**src/rtl/ifft_output_reorder.sv**
```systemverilog
// ============================================================================
// Module   : ifft_output_reorder
// Purpose  : Captures an IFFT output burst into a bit-reversed buffer and
//            streams it out in natural order over valid/ready.
// Revision : 1.0
// ============================================================================
`default_nettype none

module ifft_output_reorder #(
    parameter int NFFT        = 64,
    parameter int DATA_W      = 16,
    parameter int BIT_REVERSE = 1
) (
    input  logic              clk,
    input  logic              rst,
    input  logic              end_FFT_in,
    input  logic              data_valid_in,
    input  logic [DATA_W-1:0] in_re,
    input  logic [DATA_W-1:0] in_im,
    output logic [DATA_W-1:0] out_re,
    output logic [DATA_W-1:0] out_im,
    output logic              out_valid,
    input  logic              out_ready,
    output logic              out_last,
    output logic              busy,
    output logic              frame_err,
    output logic              overflow
);

    localparam int            c_aw   = $clog2(NFFT);
    localparam logic [c_aw-1:0] c_last = c_aw'(NFFT - 1);

    typedef enum logic [1:0] {
        IDLE    = 2'd0,
        CAPTURE = 2'd1,
        DRAIN   = 2'd2
    } state_t;

    state_t            r_state;
    logic [c_aw-1:0]   r_wr_cnt;
    logic [c_aw-1:0]   r_rd_cnt;
    logic              r_out_valid;
    logic              r_frame_err;
    logic              r_overflow;
    logic [DATA_W-1:0] r_buf_re [NFFT];
    logic [DATA_W-1:0] r_buf_im [NFFT];

    logic              w_start;
    logic              w_we;
    logic              w_xfer;
    logic [c_aw-1:0]   w_idx;
    logic [c_aw-1:0]   w_wa;

    assign w_start = end_FFT_in & data_valid_in;
    assign w_we    = ((r_state == IDLE) && w_start) ||
                     ((r_state == CAPTURE) && data_valid_in);
    // A frame start always lands at index 0, including a premature restart.
    assign w_idx   = w_start ? '0 : r_wr_cnt;
    assign w_xfer  = r_out_valid & out_ready;

    generate
        if (BIT_REVERSE != 0) begin : g_bitrev
            for (genvar i = 0; i < c_aw; i++) begin : g_bit
                assign w_wa[i] = w_idx[c_aw-1-i];
            end
        end else begin : g_straight
            assign w_wa = w_idx;
        end
    endgenerate

    // Storage needs no reset: it is only read while a full frame is held.
    always_ff @(posedge clk) begin
        if (w_we) begin
            r_buf_re[w_wa] <= in_re;
            r_buf_im[w_wa] <= in_im;
        end
    end

    always_ff @(posedge clk or negedge rst) begin
        if (!rst) begin
            r_state     <= IDLE;
            r_wr_cnt    <= '0;
            r_rd_cnt    <= '0;
            r_out_valid <= 1'b0;
            r_frame_err <= 1'b0;
            r_overflow  <= 1'b0;
        end else begin
            r_frame_err <= 1'b0;
            r_overflow  <= 1'b0;
            case (r_state)
                IDLE: begin
                    if (w_start) begin
                        r_wr_cnt <= c_aw'(1);
                        r_state  <= CAPTURE;
                    end
                end
                CAPTURE: begin
                    if (w_start) begin
                        r_frame_err <= 1'b1;
                        r_wr_cnt    <= c_aw'(1);
                    end else if (data_valid_in) begin
                        if (r_wr_cnt == c_last) begin
                            r_state     <= DRAIN;
                            r_wr_cnt    <= '0;
                            r_rd_cnt    <= '0;
                            r_out_valid <= 1'b1;
                        end else begin
                            r_wr_cnt <= r_wr_cnt + c_aw'(1);
                        end
                    end else begin
                        r_frame_err <= 1'b1;
                        r_wr_cnt    <= '0;
                        r_state     <= IDLE;
                    end
                end
                DRAIN: begin
                    // Single buffer: any new burst during drain is dropped whole.
                    if (end_FFT_in) begin
                        r_overflow <= 1'b1;
                    end
                    if (w_xfer) begin
                        if (r_rd_cnt == c_last) begin
                            r_state     <= IDLE;
                            r_rd_cnt    <= '0;
                            r_out_valid <= 1'b0;
                        end else begin
                            r_rd_cnt <= r_rd_cnt + c_aw'(1);
                        end
                    end
                end
                default: begin
                    r_state     <= IDLE;
                    r_out_valid <= 1'b0;
                end
            endcase
        end
    end

    assign out_re    = r_buf_re[r_rd_cnt];
    assign out_im    = r_buf_im[r_rd_cnt];
    assign out_valid = r_out_valid;
    assign out_last  = r_out_valid && (r_rd_cnt == c_last);
    assign busy      = (r_state != IDLE);
    assign frame_err = r_frame_err;
    assign overflow  = r_overflow;

endmodule

`default_nettype wire

```
**config.mk**
```make
export PLATFORM = sky130hd
export DESIGN_NAME = ifft_output_reorder
export DESIGN_NICKNAME = d
export VERILOG_FILES = /design/src/rtl/ifft_output_reorder.sv
export SDC_FILE = /design/constraint.sdc
export NUM_CORES = 2
export LEC_CHECK = 0
export CAP_MARGIN = 20
export CORE_UTILIZATION = 55
export DETAILED_ROUTE_END_ITERATION = 6
export PLACE_DENSITY = 0.71
export SLEW_MARGIN = 20
export SYNTH_ARGS = -nofsm -noshare
export SYNTH_HDL_FRONTEND = slang
export SYNTH_SLANG_ARGS = --single-unit
```
**constraint.sdc**
```tcl
create_clock -name clk -period 4.85 [get_ports clk]
set_clock_uncertainty 0.05 [all_clocks]
set_input_delay 1.455 -clock clk [delete_from_list [all_inputs] [get_ports clk]]
set_output_delay 1.455 -clock clk [all_outputs]
set_load 0.02 [all_outputs]
```
# Word-level counts from Yosys, hierarchy flattened

Memory sizes are Yosys's and may differ from the RTL's.
Cells that the tools add are included.

$add $sub $neg: 2
Eq/ne operators: 11
Mux-type cells: 32
Bitwise operators: 3
Reduce and logical (&&, ||, !) cells: 12

Operators by type and width:

| cell                  | number |
|---|---|
| $mux W6               | 10 |
| $pmux W6 S2           | 2 |
| $add A6 B1 Y6 const B | 2 |
| $eq A6 B6 Y1 const B  | 2 |
| $mux W1               | 12 |
| $mux W2               | 6 |
| $ne A2 B2 Y1 const B  | 5 |
| $reduce_and A5 Y1     | 2 |
| $pmux W2 S3           | 1 |
| $reduce_and A6 Y1     | 1 |
| $reduce_bool A2 Y1    | 3 |
| $logic_and A1 B1 Y1   | 3 |
| $ne A3 B2 Y1 const B  | 1 |
| $pmux W1 S3           | 1 |
| $and A1 B1 Y1         | 2 |
| $eq A2 B1 Y1 const B  | 1 |
| $eq A2 B2 Y1 const B  | 1 |
| $logic_not A2 Y1      | 1 |
| $ne A2 B1 Y1 const B  | 1 |
| $reduce_and A2 Y1     | 1 |
| $logic_or A1 B1 Y1    | 1 |
| $not A1 Y1            | 1 |

Bits in registers: 17
RAM bits: 2048
Input bits: 37
Memories kept: 2

Memory list:

| memory   | words | bits a word | rd ports | clocked after Yosys merged registers in | write ports | RTL line | source |
|---|---|---|---|---|---|---|---|
| r_buf_im | 64    | 16          | 1        | 0                                       | 1           | 46       | `logic [DATA_W-1:0] r_buf_im [NFFT];` |
| r_buf_re | 64    | 16          | 1        | 0                                       | 1           | 45       | `logic [DATA_W-1:0] r_buf_re [NFFT];` |

# Longest topological paths before layout

Word-level depth: 5
Depth in mapped cells: 12
Gate-level depth less buffers: 6

# Least setup slack after synthesis

OpenSTA, ideal clock, no wires.

Kind: input port to flip-flop
Start: in data_valid_in
End: mem r_buf_im[55][0] (enable)
Library setup time: 0.421 ns
Arrival time: 3.808 ns
Data required time: 4.379 ns
Setup slack: 0.570 ns
Stages on the path: 6
Path buffers: 1
Cells stage by stage: nor2b_1 -> and3b_1 -> clkbuf_1 -> and2_1 -> nand3_1 -> nor2_1

Cells in the longest elaborated chain, start to end: 5
Elaborated cells between the ends (all ways): 7
Those cells by class: mux: 3; bitwise: 1; reduce/logical: 3

Ends and longest elaborated chain:

| element                       | RTL line | source |
|---|---|---|
| from (decl)                   | 17       | `input logic data_valid_in,` |
| $and A1 B1 Y1                 | 54       | `assign w_start = end_FFT_in & data_valid_in;` |
| $logic_and A1 B1 Y1           | 55       | `assign w_we = ((r_state == IDLE) && w_start) \|\|` |
| $logic_or A1 B1 Y1            | 55       |  |
| $mux W1                       | 73       | `if (w_we) begin` |
| $mux W1 (implied by the code) | 75       | `r_buf_im[w_wa] <= in_im;` |
| to (decl)                     | 46       |  |

Several ways; a longest one is shown, not always the timed one.

# Worst setup path in the final report

Start: reg r_rd_cnt[0]
End: out out_im[10]

Cells in the longest elaborated chain, start to end: 1

Ends and longest elaborated chain:

| element                | RTL line | source |
|---|---|---|
| from (decl)            | 41       | `logic [c_aw-1:0] r_rd_cnt;` |
| from (signal assigned) | 127      | `r_rd_cnt <= r_rd_cnt + c_aw'(1);` |
| $mem_v2 Z64 W16        | -        |  |
| to (decl)              | 21       | `output logic [DATA_W-1:0] out_im,` |

Every way passes these cells.

==> qor.txt <==
Unrepaired setup endpoints after global routing -> true
Share of layout cells above drive strength 1 -> 35.2%
Initial DRT Pass Iterations -> 6
Worst hold slack -> 0.547 ns
Grt total ovfl -> 0
Yosys warning total -> 0
FP Rows -> 138
Critical Path End -> out_im[10]
Via-to-Cell Ratio -> 6.75
Post-CTS Hold Buffers -> 0
CP Capture Type -> output port
Syn Area/Cell -> 22.3 um2
Die H -> 381 um
Buf/Inv on CP -> 6
Clock root cell -> clkbuf_16
Die area -> 145000 um2
Ys async rst share -> 0.823%
Clock share of power -> 41.8%
Initial core utilization -> 55.6%
Leakage -> 29.1 nW
Switching share of power -> 20.0%
Antenna violations before repair -> 6
Final slew viol count -> 0
Worst R2R End -> r_rd_cnt[0]
Status -> finished with violations
Psw -> 6.96 mW
Max Fanout on Critical Path -> 9
Worst stage delay on the critical path -> 0.52 ns
Critical path class -> reg -> out
Setup WS pre-CTS -> 0.0294 ns
WP depth -> 10
Gr usage total -> 29.5%
H-tree level count -> 4
Internal -> 27.8 mW
Worst-path clk slew -> 0.07 ns
Post-synth EDFFs -> 2048
Tightest Pin Transition -> 1.14 ns
Final Setup Violations -> 32
Vias in the first global route -> 40719
DR WL/cell -> 35.2 um
Placer Congestion -> 0.861
Final WL -> 215000 um
Post-Syn Instances -> 3538
First-pass GRT wire length -> 299000 um
Core footprint -> 142000 um2
Worst EP arrival -> 3.64 ns
Slew margin rel. -> 24.1%
Antenna viol nets, final -> 0
Synthesized area -> 79000 um2
Net Count, Synth -> 3577
Chip Width -> 381 um
Worst R2R Start -> r_rd_cnt[0]
Final Hold Fails -> 0
Delay-heaviest family, CP -> buffers and inverters
Main flop type after synthesis -> edfxtp_1
Most common cell after layout, fill and taps aside -> edfxtp_1
Critical Path, Cell by Cell -> buf_12 -> buf_16 -> buf_12 -> buf_16 -> buf_4 -> mux4_2 -> a221oi_2 -> o22ai_2 -> a211o_1 -> buf_6
Worst EP required -> 3.35 ns
Final min period -> 5.14 ns
Peak VDD IR -> 0.391 mV
Setup_tns -> -5.56 ns
DR vias -> 41249
Period utilization -> 106%
PortBufs -> 73
Synthesis-to-layout area growth -> 19.5%
Post-layout util -> 66.4%
Combinational power share -> 1.7%
Max cap viols -> 0
NumNets Final -> 4098
CTS Buf Count -> 193
Worst path slowest cell -> dfrtp_4
Clock Latency Late Sink -> 0.82 ns
Critical Path Source -> r_rd_cnt[0]
PwrDens -> 368 nW/um2
CTS tree -> done
Flops & latches, synth -> 2065
Peak Freq -> 195 MHz
Sequential Power Share -> 56.5%
R2r setup slk -> 1.72 ns
DR iter-0 viols -> 5694
CP Launch Type -> register
Post-synthesis sequential area ratio -> 78.4%
Final WS setup -> -0.290 ns
Ports -> 74
Reg2reg path depth -> 10
Post-synth cell types -> 55
Commonest cells after routing, fill and taps aside -> 2048 x edfxtp_1, 458 x mux4_2, 273 x buf_4
Largest net degree at the start of global routing -> 65
Clock sinks -> 2065
Post-route DRC -> 0
Violated checks -> negative setup slack
HP Class -> reg -> reg
Fillers -> 8538
Power, Total -> 34.8 mW
Max Root-Sink Buffers -> 3
DP HPWL -> 115000 um
-- power by group through the flow --
stage	logic [mW]	registers (mW)	clock network [mW]
detailed placement	0.552	20.1	0
finish	0.591	19.7	14.5
CTS	0.566	19.7	14.6
global placement	0.530	20.1	0
floorplan	0.143	20.0	0
global route	0.621	19.7	15.3
-- area by class of cell --
type / instances / area [um2] / area share [%]
Inverter: 6 / 27.5 / 0.0292
Clock inverter: 110 / 840 / 0.889
Tap cell: 1890 / 2360 / 2.50
Clock buffer: 243 / 5140 / 5.45
Multi-Input combinational cell: 1270 / 17600 / 18.6
Timing Repair Buffer: 523 / 6500 / 6.89
Sequential cell: 2065 / 61900 / 65.6
Antenna cell: 2 / 5.00 / 0.00530
-- through the flow --
step | cells | area (um2)
5_1_grt | 6108 | 94400
3_3_place_gp | 5604 | 84800
2_1_floorplan | 3538 | 79000
3_5_place_dp | 5604 | 84800
6_report | 6109 | 94400
4_1_cts | 6042 | 93200
-- Yosys cell counts, types with 18 or more instances --
cell type | instances | area [um2]
a21oi_1 | 42 | 210
a221oi_1 | 81 | 709
a22o_1 | 37 | 324
a22oi_1 | 64 | 480
buf_2 | 36 | 180
buf_4 | 31 | 233
buf_6 | 22 | 248
clkbuf_1 | 93 | 349
edfxtp_1 | 2048 | 61500
mux2i_1 | 157 | 1570
mux4_2 | 458 | 10300
nand2_1 | 71 | 267
nand3_1 | 18 | 90.1
nor2_1 | 113 | 424
o21ai_0 | 37 | 185
o221ai_1 | 18 | 158
o22ai_1 | 31 | 194
-- layer usage --
metal,vias up,GRT usage (%),wire (um)
li1,16204,-,-
met1,21682,40.1,78000
met4,2,10.8,7700
met5,-,0,12
met3,462,6.89,25200
met2,2899,46.9,104000
-- registers in the layout, indices dropped and copies added (netlist names) --
register and count:
frame_err 1, out_valid 1, overflow 1, r_buf_im 1024, r_buf_re 1024, r_rd_cnt 6, r_state 2, r_wr_cnt 6
-- worst min path at each step --
stage	cells after the start	slack, ns	to	startpoint
after floorplan	1	0.45	r_wr_cnt[5]	r_wr_cnt[5]
after global placement	1	0.49	r_wr_cnt[5]	r_wr_cnt[5]
after detailed placement	1	0.51	r_wr_cnt[5]	r_wr_cnt[5]
after CTS	1	0.54	r_wr_cnt[5]	r_wr_cnt[5]
after global routing	1	0.56	r_wr_cnt[5]	r_wr_cnt[5]
final	1	0.55	r_wr_cnt[5]	r_wr_cnt[5]
-- logic make-up (layout without fill, tap and decap cells) --
group	Yosys count	count (layout)	synth area share, %
AND/OR/NAND/NOR	263	263	1.47
other	0	2	0
adder cells (fa/ha/maj)	2	2	0.0317
AO/OA/AOI/OAI	378	378	3.54
buffers and inverters	203	882	1.39
multiplexers	627	627	15.2
flip-flops	2065	2065	78.4
-- repair_timing --
action	CTS	global route
resized for setup	349	114
endpoints found under the setup margin	33	32
gates cloned	22	7
buffers inserted	69	65
pin swaps	63	55
Note: power is estimated with default switching activity, not from simulation.
